[config.mk]
export PLATFORM = sky130hd
export DESIGN_NAME = fibonacci_gen_flat
export DESIGN_NICKNAME = d
export VERILOG_FILES = /design/src/rtl/fibonacci_pkg.sv /design/src/rtl/fibonacci_gen_if.sv /design/src/rtl/fibonacci_gen.sv /design/src/flat_wrapper.sv
export SDC_FILE = /design/constraint.sdc
export NUM_CORES = 1
export LEC_CHECK = 0
export CAP_MARGIN = 20
export CORE_UTILIZATION = 51
export DETAILED_ROUTE_END_ITERATION = 16
export GPL_TIMING_DRIVEN = 0
export PLACE_DENSITY = 0.83
export SLEW_MARGIN = 20
export SYNTH_ARGS = -nofsm -noshare
export SYNTH_HDL_FRONTEND = slang
export SYNTH_SLANG_ARGS = --single-unit
[constraint.sdc]
create_clock -name clk -period 2.6 [get_ports clk]
set_clock_uncertainty 0.1 [all_clocks]
set_input_delay 0.39 -clock clk [delete_from_list [all_inputs] [get_ports clk]]
set_output_delay 0.39 -clock clk [all_outputs]
set_load 0.005 [all_outputs]
[src/rtl/fibonacci_pkg.sv]
`default_nettype none
// ============================================================================
// Module  : fibonacci_pkg
// Purpose : Shared types and constants for the Fibonacci/Lucas generator.
//           Holds the controller state enum, the sequence-select enum and
//           the seed values for both sequences.
// Ports   : none (package)
// Revision: 1.0 - initial release
// ============================================================================
package fibonacci_pkg;

  typedef enum logic [1:0] {
    IDLE = 2'd0,
    CALC = 2'd1,
    DONE = 2'd2
  } state_t;

  typedef enum logic {
    MODE_FIB   = 1'b0,
    MODE_LUCAS = 1'b1
  } mode_t;

  localparam int FIB_SEED0 = 0;
  localparam int FIB_SEED1 = 1;
  localparam int LUC_SEED0 = 2;
  localparam int LUC_SEED1 = 1;

endpackage
`default_nettype wire

[src/rtl/fibonacci_gen_if.sv]
`default_nettype none
// ============================================================================
// Module  : fibonacci_gen_if
// Purpose : Request/result bundle for fibonacci_gen.
// Ports   : din      - sequence index n (requester -> generator)
//           start    - request pulse     (requester -> generator)
//           mode     - sequence select   (requester -> generator)
//           dout     - term n            (generator -> requester)
//           done     - result valid level(generator -> requester)
//           busy     - calculating       (generator -> requester)
//           overflow - term n truncated  (generator -> requester)
// Revision: 1.0 - initial release
// ============================================================================
interface fibonacci_gen_if
  import fibonacci_pkg::*;
#(
  parameter int WIDTH     = 16,
  parameter int IDX_WIDTH = 16
);

  logic [IDX_WIDTH-1:0] din;
  logic                 start;
  mode_t                mode;
  logic [WIDTH-1:0]     dout;
  logic                 done;
  logic                 busy;
  logic                 overflow;

  modport master (
    output din, start, mode,
    input  dout, done, busy, overflow
  );

  modport slave (
    input  din, start, mode,
    output dout, done, busy, overflow
  );

endinterface
`default_nettype wire

[src/rtl/fibonacci_gen.sv]
`default_nettype none
// ============================================================================
// Module  : fibonacci_gen
// Purpose : Iterative generator for term n of the Fibonacci (0,1) or Lucas
//           (2,1) sequence, modulo 2^WIDTH, with a truncation flag.
//           One adder; one term advanced per cycle.
// Ports   : clk   - clock, rising edge
//           reset - synchronous active-high reset
//           bus   - fibonacci_gen_if.slave (din/start/mode in,
//                   dout/done/busy/overflow out)
// Revision: 1.0 - initial release
// ============================================================================
module fibonacci_gen
  import fibonacci_pkg::*;
#(
  parameter int WIDTH     = 16,
  parameter int IDX_WIDTH = 16
) (
  input  wire logic      clk,
  input  wire logic      reset,
  fibonacci_gen_if.slave bus
);

  state_t               state;
  state_t               state_next;
  logic                 accept;

  logic [WIDTH-1:0]     a;
  logic [WIDTH-1:0]     b;
  logic                 a_tag;
  logic                 b_tag;
  logic [IDX_WIDTH-1:0] cnt;
  logic [WIDTH-1:0]     result;
  logic                 done_flag;
  logic                 ovf_flag;
  logic [WIDTH:0]       sum;

  // Extra MSB captures the carry out of the single adder.
  assign sum = {1'b0, a} + {1'b0, b};

  always_comb begin
    state_next = state;
    accept     = 1'b0;
    unique case (state)
      IDLE, DONE: begin
        if (bus.start) begin
          accept     = 1'b1;
          state_next = CALC;
        end
      end
      CALC: begin
        if (cnt == '0) begin
          state_next = DONE;
        end
      end
      default: state_next = IDLE;
    endcase
  end

  always_ff @(posedge clk) begin
    if (reset) begin
      state     <= IDLE;
      a         <= '0;
      b         <= '0;
      a_tag     <= 1'b0;
      b_tag     <= 1'b0;
      cnt       <= '0;
      result    <= '0;
      done_flag <= 1'b0;
      ovf_flag  <= 1'b0;
    end else begin
      state <= state_next;
      if (accept) begin
        if (bus.mode == MODE_LUCAS) begin
          a <= WIDTH'(LUC_SEED0);
          b <= WIDTH'(LUC_SEED1);
        end else begin
          a <= WIDTH'(FIB_SEED0);
          b <= WIDTH'(FIB_SEED1);
        end
        cnt       <= bus.din;
        a_tag     <= 1'b0;
        b_tag     <= 1'b0;
        done_flag <= 1'b0;
        ovf_flag  <= 1'b0;
      end else if (state == CALC) begin
        if (cnt != '0) begin
          a     <= b;
          b     <= sum[WIDTH-1:0];
          // Once any term has wrapped, every later term is also too large,
          // so the tag is sticky as it shifts down the pair.
          a_tag <= b_tag;
          b_tag <= a_tag | b_tag | sum[WIDTH];
          cnt   <= cnt - IDX_WIDTH'(1);
        end else begin
          // Only term n (held in a) is reported; b's tag belongs to n+1.
          result    <= a;
          ovf_flag  <= a_tag;
          done_flag <= 1'b1;
        end
      end
    end
  end

  assign bus.dout     = result;
  assign bus.done     = done_flag;
  assign bus.overflow = ovf_flag;
  assign bus.busy     = (state == CALC);

endmodule
`default_nettype wire

[src/flat_wrapper.sv]
// flat-port wrapper written by rule: the top's interface ports become plain ports
module fibonacci_gen_flat import fibonacci_pkg::*;
#(
  parameter int WIDTH     = 16,
  parameter int IDX_WIDTH = 16
)
  (clk, reset, bus_din, bus_start, bus_mode, bus_dout, bus_done, bus_busy, bus_overflow);
  fibonacci_gen_if #(.WIDTH(WIDTH), .IDX_WIDTH(IDX_WIDTH)) bus_i ();
  input  wire logic clk;
  input  wire logic reset;
  input wire logic [$bits(bus_i.din)-1:0] bus_din;
  input wire logic [$bits(bus_i.start)-1:0] bus_start;
  input wire logic [$bits(bus_i.mode)-1:0] bus_mode;
  output wire logic [$bits(bus_i.dout)-1:0] bus_dout;
  output wire logic [$bits(bus_i.done)-1:0] bus_done;
  output wire logic [$bits(bus_i.busy)-1:0] bus_busy;
  output wire logic [$bits(bus_i.overflow)-1:0] bus_overflow;
  assign bus_i.din = bus_din;
  assign bus_i.start = bus_start;
  assign bus_i.mode = bus_mode;
  assign bus_dout = bus_i.dout;
  assign bus_done = bus_i.done;
  assign bus_busy = bus_i.busy;
  assign bus_overflow = bus_i.overflow;
  fibonacci_gen #(.WIDTH(WIDTH), .IDX_WIDTH(IDX_WIDTH)) u_core (.clk(clk), .reset(reset), .bus(bus_i));
endmodule
==> results of run 1 <==
## power groups by stage
stage / registers, W / logic, W / clock network, W
floorplan: 0.00116 / 0.000253 / 0
global placement: 0.00116 / 0.000358 / 0
detailed placement: 0.00117 / 0.000364 / 0
CTS: 0.00114 / 0.000361 / 0.00101
global route: 0.00115 / 0.000415 / 0.00106
finish: 0.00114 / 0.000384 / 0.000996
## cell type report
| class | instances | area (sq um) | share of cell area [%] |
|---|---|---|---|
| multi-input cells | 337 | 1990 | 46.5 |
| flip-flops and latches | 70 | 1400 | 32.8 |
| repair buffers | 41 | 400 | 9.35 |
| plain buffers | 25 | 146 | 3.42 |
| clock buffers | 9 | 124 | 2.89 |
| clock inverters | 7 | 103 | 2.39 |
| well taps | 77 | 96.3 | 2.25 |
| inverters | 5 | 18.8 | 0.438 |
## synthesized netlist by cell type, drive strengths merged (3+ instances only)
library cell / count
nand2: 84
dfxtp: 70
a21oi: 58
nor2: 41
nand3: 19
ha: 18
o21ai: 17
buf: 13
clkbuf: 13
nor3: 9
xnor2: 9
or3: 8
a211oi: 5
a21o: 5
a31oi: 5
inv: 5
nor4: 5
nand2b: 4
or4: 4
xor2: 4
a22oi: 3
a311oi: 3
o211ai: 3
o21a: 3
o311ai: 3
## kinds of logic after synthesis
group                    count (synthesis)  synth area share (%)
XOR/XNOR                                13                  3.22
flip-flops                              70                  39.6
buffers and inverters                   31                  4.92
multiplexers                             1                 0.319
adder cells (fa/ha/maj)                 19                  6.94
AO/OA/AOI/OAI                          118                  21.0
AND/OR/NAND/NOR                        185                  24.0
## per-stage QoR
step | cell area [sq um] | cells | hold WS [ns] | util [%] | TNS (ns)
final | 4280 | 571 | 0.354 | 65.6 | 0
after global routing | 4280 | 571 | 0.369 | 65.6 | 0
after CTS | 4240 | 567 | 0.357 | 64.8 | 0
after detailed placement | 4000 | 551 | 0.345 | 61.3 | -1.64
after global placement | 4000 | 551 | 0.339 | 61.3 | -0.788
after floorplan | 3530 | 437 | 0.332 | - | 0
## path summary, 6_finish.rpt
kind	slack, ns	to	from	depth (start not counted)
min	0.35	u_core.bus.dout[1]	u_core.bus.dout[1]	2
min reg2reg	0.35	u_core.bus.dout[1]	u_core.bus.dout[1]	2
max reg2reg	0.08	u_core.bus.dout[13]	u_core.cnt[5]	7
max	0.08	u_core.bus.dout[13]	u_core.cnt[5]	7
## flip-flops by register name (all words and copies together), names as in the netlist
| name | count |
|---|---|
| u_core.a | 16 |
| u_core.a_tag | 1 |
| u_core.b | 16 |
| u_core.b_tag | 1 |
| u_core.bus.done | 1 |
| u_core.bus.dout | 16 |
| u_core.bus.overflow | 1 |
| u_core.cnt | 16 |
| u_core.state | 2 |
## metal layers
layer  part of all wire, %  routed length [um]  vias up  global-route usage, %
met5                     0                   0        -                      0
met1                    44                4020     1569                   34.4
met4                   2.5                 233        0                   11.5
met2                    47                4310      139                   43.6
met3                   6.7                 612       25                   4.77
li1                      -                   -     1658                      -
## worst reg2reg max path, stage by stage (launching register included)
cell and delay (ns):
dfxtp_2 0.35, or4_4 0.56, or4b_4 0.57, or3_1 0.38, buf_6 0.16, buf_6 0.15, nand2_1 0.06, a21oi_1 0.06
## repair_timing
action / CTS / global route
setup buffers: 1 / 3
pin swaps: 2 / 2
endpoints found under the setup margin: 41 / 52
resized for setup: 4 / 2
cloned: 0 / 1
==> metrics, run 1 <==
largest net degree at the start of global routing 15; Pwr Total approximately 0.0025 W; cell taking the most area after synthesis dfxtp_1; vias in the first global route 3135; slew margin rel. roughly 55%; Flop pwr share between 40% and 50%; Crit path largest cell delay between 0.5 and 0.6 ns; antenna violations before repair 0; most common cell after layout, fill and taps aside nand2_1; root buffer cell clkbuf_8; CP arrival 2.64 ns; first-pass GRT wire length between 15000 and 20000 um; leakage between 1.5 and 2 nW; total core area 6530 sq um; IR drop worst, VDD slightly below 0.4 mV; most used cell, CP buf_6; Final Cycle Share between 90% and 100%; Critical Path RT 2.72 ns; initial core utilization between 50% and 60%; Iter 0 DRT Violations between 200 and 300; pre-CTS WS -0.150 ns; Synth Register Bits 70; Synthesis Warnings 0; CP Max Fanout 10; DRT Pass-1 Iters 5; Max-Cap Viols 0; die height approximately 85 um; # setup viols final 0; WP buf/inv 2; prevailing post-synth register cell dfxtp_1; antenna viol nets, final 0; asr flop ratio synth 0%; row cnt 29; Hold Vio Cnt, Final 0; Die X roughly 85 um; # H-tree levels 3; Period minus WS final 2.52 ns; clock share of power between 30% and 40%; CP endpoint kind register; top cells by area, synth dfxtp_1, nand2_1, a21oi_1, ha_1, nor2_1; Max clock buf depth 2; number of synthesized flops with an enable pin 0; gpl congestion 0.904; Area Overhead vs Synth 21.2%; Mapped Area 3530 sq um; Syn Area/Cell 8.09 sq um; P_sw a little over 0.0007 W; Detailed Route WL 9180 um; actual slew at the worst max-slew pin 0.677 ns; Clock Pin Slew Worst Setup and Hold Paths about 0.08 ns; post-synthesis sequential area ratio 39.6%; layout cells sized above 1 under 10%; filler cell count between 500 and 600; Setup CP Type reg -> reg; outcome completed; syn_nets 476; drt drc 0; fmax 397 MHz; WL/cell roughly 16 um; Critical Path, Cell by Cell or4_4 -> or4b_4 -> or3_1 -> buf_6 -> buf_6 -> nand2_1 -> a21oi_1; clock tree sinks 70; # diodes 0; I/O pins 39; Final WS setup 0.0784 ns; post-synth top area share between 30% and 40%; Power Internal 0.00181 W; Net count, final ~530; # port buffers 37; RSZ-0062 raised after global routing false; worst skew pair latency approximately 0.35 ns; cell count after synthesis 437; Hold WC Path Type reg -> reg; Slowest-stage cell, CP or4b_4; Vias per Instance 5.94; TritonCTS clock tree built; pwr/cell area roughly 590 nW/um^2; via count between 3000 and 4000; CTS Buf Count 9; Distinct cells, synth 52; grt ovf 0; area of the die 7270 sq um; CTS Hold Buffers Added 0; Worst setup SP type register; Comb pwr share 15.2%; GR Util All Layers between 20% and 30%; Sw Share between 20 and 30%; most frequent cells in the layout nand2_1, dfxtp_1, a21oi_1; Slew Viols, Final 0; critical path's top delay family simple AND/OR/NAND/NOR gates; DPL Wire Length 6300 um
No activity file was read; power rests on OpenSTA's default activity.
==> inputs of run 2 (changes only) <==
--- a/config.mk
+++ b/config.mk
@@ -7,6 +7,7 @@
 export LEC_CHECK = 0
 export CAP_MARGIN = 20
 export CORE_UTILIZATION = 51
+export CTS_CLUSTER_DIAMETER = 100
 export DETAILED_ROUTE_END_ITERATION = 16
 export GPL_TIMING_DRIVEN = 0
 export PLACE_DENSITY = 0.83
==> results of run 2 <==
The final DEF is identical to that of run 1; final timing and power are the same.
==> inputs of run 3 (changes only) <==
--- a/config.mk
+++ b/config.mk
@@ -11,6 +11,7 @@
 export DETAILED_ROUTE_END_ITERATION = 16
 export GPL_TIMING_DRIVEN = 0
 export PLACE_DENSITY = 0.83
+export RECOVER_POWER = 100
 export SLEW_MARGIN = 20
 export SYNTH_ARGS = -nofsm -noshare
 export SYNTH_HDL_FRONTEND = slang
==> metrics, run 3 (synthesis gave the netlist of run 1 again) <==
gpl congestion 0.904; Final Cycle Share between 90% and 100%; # diodes 0; TritonCTS clock tree built; CP endpoint kind register; Critical Path RT about 2.7 ns; vias in the first global route approximately 3100; first-pass GRT wire length 15100 um; area of the die a little over 7000 sq um; leakage between 1.5 and 2 nW; Worst setup SP type register; CP arrival roughly 2.6 ns; grt ovf 0; most frequent cells in the layout nand2_1, dfxtp_1, a21oi_1; fin area 4270 sq um; row cnt 29; fmax a little under 400 MHz; Vias per Instance a little under 6; Max clock buf depth 2; pwr/cell area between 500 and 600 nW/um^2; I/O pins 39; Area after DPL roughly 4000 sq um; Clock Pin Slew Worst Setup and Hold Paths 0.08 ns; # setup viols final 0; # H-tree levels 3; DRT Pass-1 Iters 7; register area 1400 sq um; RSZ-0062 raised after global routing false; Net count, final 528; Multi-input gate area between 1500 and 2000 sq um; layout cells sized above 1 8.91%; Total Neg Setup Slack 0 ns; Period minus WS final 2.54 ns; Pwr Total 0.00252 W; Slew Viols, Final 0; Die X about 85 um; antenna viol nets, final 0; Area Overhead vs Synth 20.9%; outcome completed; total core area 6530 sq um; clock tree sinks 70; Hold WC Path Type reg -> reg; IR drop worst, VDD 0.399 mV; root buffer cell clkbuf_8; # port buffers 37; slew margin rel. 55.1%; WL/cell roughly 16 um; die height about 85 um; worst skew pair latency roughly 0.35 ns; filler cell count 526; largest net degree at the start of global routing 15; GR Util All Layers a little over a quarter; antenna violations before repair 0; drt drc 0; Setup CP Type reg -> reg; most common cell after layout, fill and taps aside nand2_1; Hold Vio Cnt, Final 0; actual slew at the worst max-slew pin 0.673 ns; DPL Wire Length 6300 um; Detailed Route WL ~9000 um; CTS Buf Count 9; via count 3389; Max-Cap Viols 0; initial core utilization about 54%; Iter 0 DRT Violations about 270; CP Max Fanout 10
[run 3: cell count changes in the layout (fill, tap and decap cells not counted), sizes merged]
cell	change
buf	-4
clkbuf	+4
clkdlybuf4s50	-19
dlygate4sd3	+19
[run 3: layout make-up]
| class | instances | area share [%] |
|---|---|---|
| Multi-Input combinational cell | 337 | 46.6 |
| Sequential cell | 70 | 32.8 |
| Timing Repair Buffer | 41 | 9.28 |
| Buffer | 25 | 3.28 |
| Clock buffer | 9 | 2.90 |
| Clock inverter | 7 | 2.40 |
| Tap cell | 77 | 2.25 |
| Inverter | 5 | 0.439 |
[run 3: power breakdown]
group / internal [W] / switching (W) / total [W]
Sequential: 0.00111 / 0.0000375 / 0.00115
Clock: 0.000551 / 0.000448 / 0.00100
Combinational: 0.000142 / 0.000236 / 0.000378
Total: 0.00180 / 0.000722 / 0.00252
[run 3: through the flow]
| step | std cells | hold slack (ns) | worst slack (ns) | util (%) |
|---|---|---|---|---|
| after global routing | 571 | 0.367 | 0.00507 | 65.4 |
| final | 571 | 0.350 | 0.0592 | 65.4 |
| after global placement | 551 | 0.339 | -0.106 | 61.3 |
| after floorplan | 437 | 0.332 | 0.0940 | - |
| after CTS | 567 | 0.357 | 0.000497 | 64.8 |
| after detailed placement | 551 | 0.345 | -0.150 | 61.3 |
[run 3: worst paths after layout]
kind	start	slack [ns]	depth (start not counted)	to
hold reg to reg	u_core.bus.dout[1]	0.35	2	u_core.bus.dout[1]
setup reg to reg	u_core.cnt[5]	0.06	6	u_core.a[1]
hold / removal	u_core.bus.dout[1]	0.35	2	u_core.bus.dout[1]
setup / recovery	u_core.cnt[5]	0.06	6	u_core.a[1]
[run 3: layer usage]
metal / share of wire, % / global-route usage (%) / up-vias
li1: - / - / 1665
met1: 43 / 34.4 / 1567
met2: 47 / 43.6 / 138
met3: 7.4 / 4.77 / 19
met4: 2.1 / 11.5 / 0
met5: 0 / 0 / -
[run 3: critical path: stages (launching register included)]
cell and delay [ns]:
dfxtp_2 0.35, or4_4 0.55, or4b_4 0.56, o21a_4 0.26
buf_2 0.22, a22oi_1 0.24, a21oi_1 0.11
[run 3: what timing repair did]
| action | CTS | global route |
|---|---|---|
| endpoints found under the setup margin | 41 | 52 |
| hold buffers | 0 | 0 |
| gates cloned | 0 | 1 |
| resized for setup | 4 | 2 |
| pin swaps | 2 | 2 |
| setup buffers | 1 | 3 |
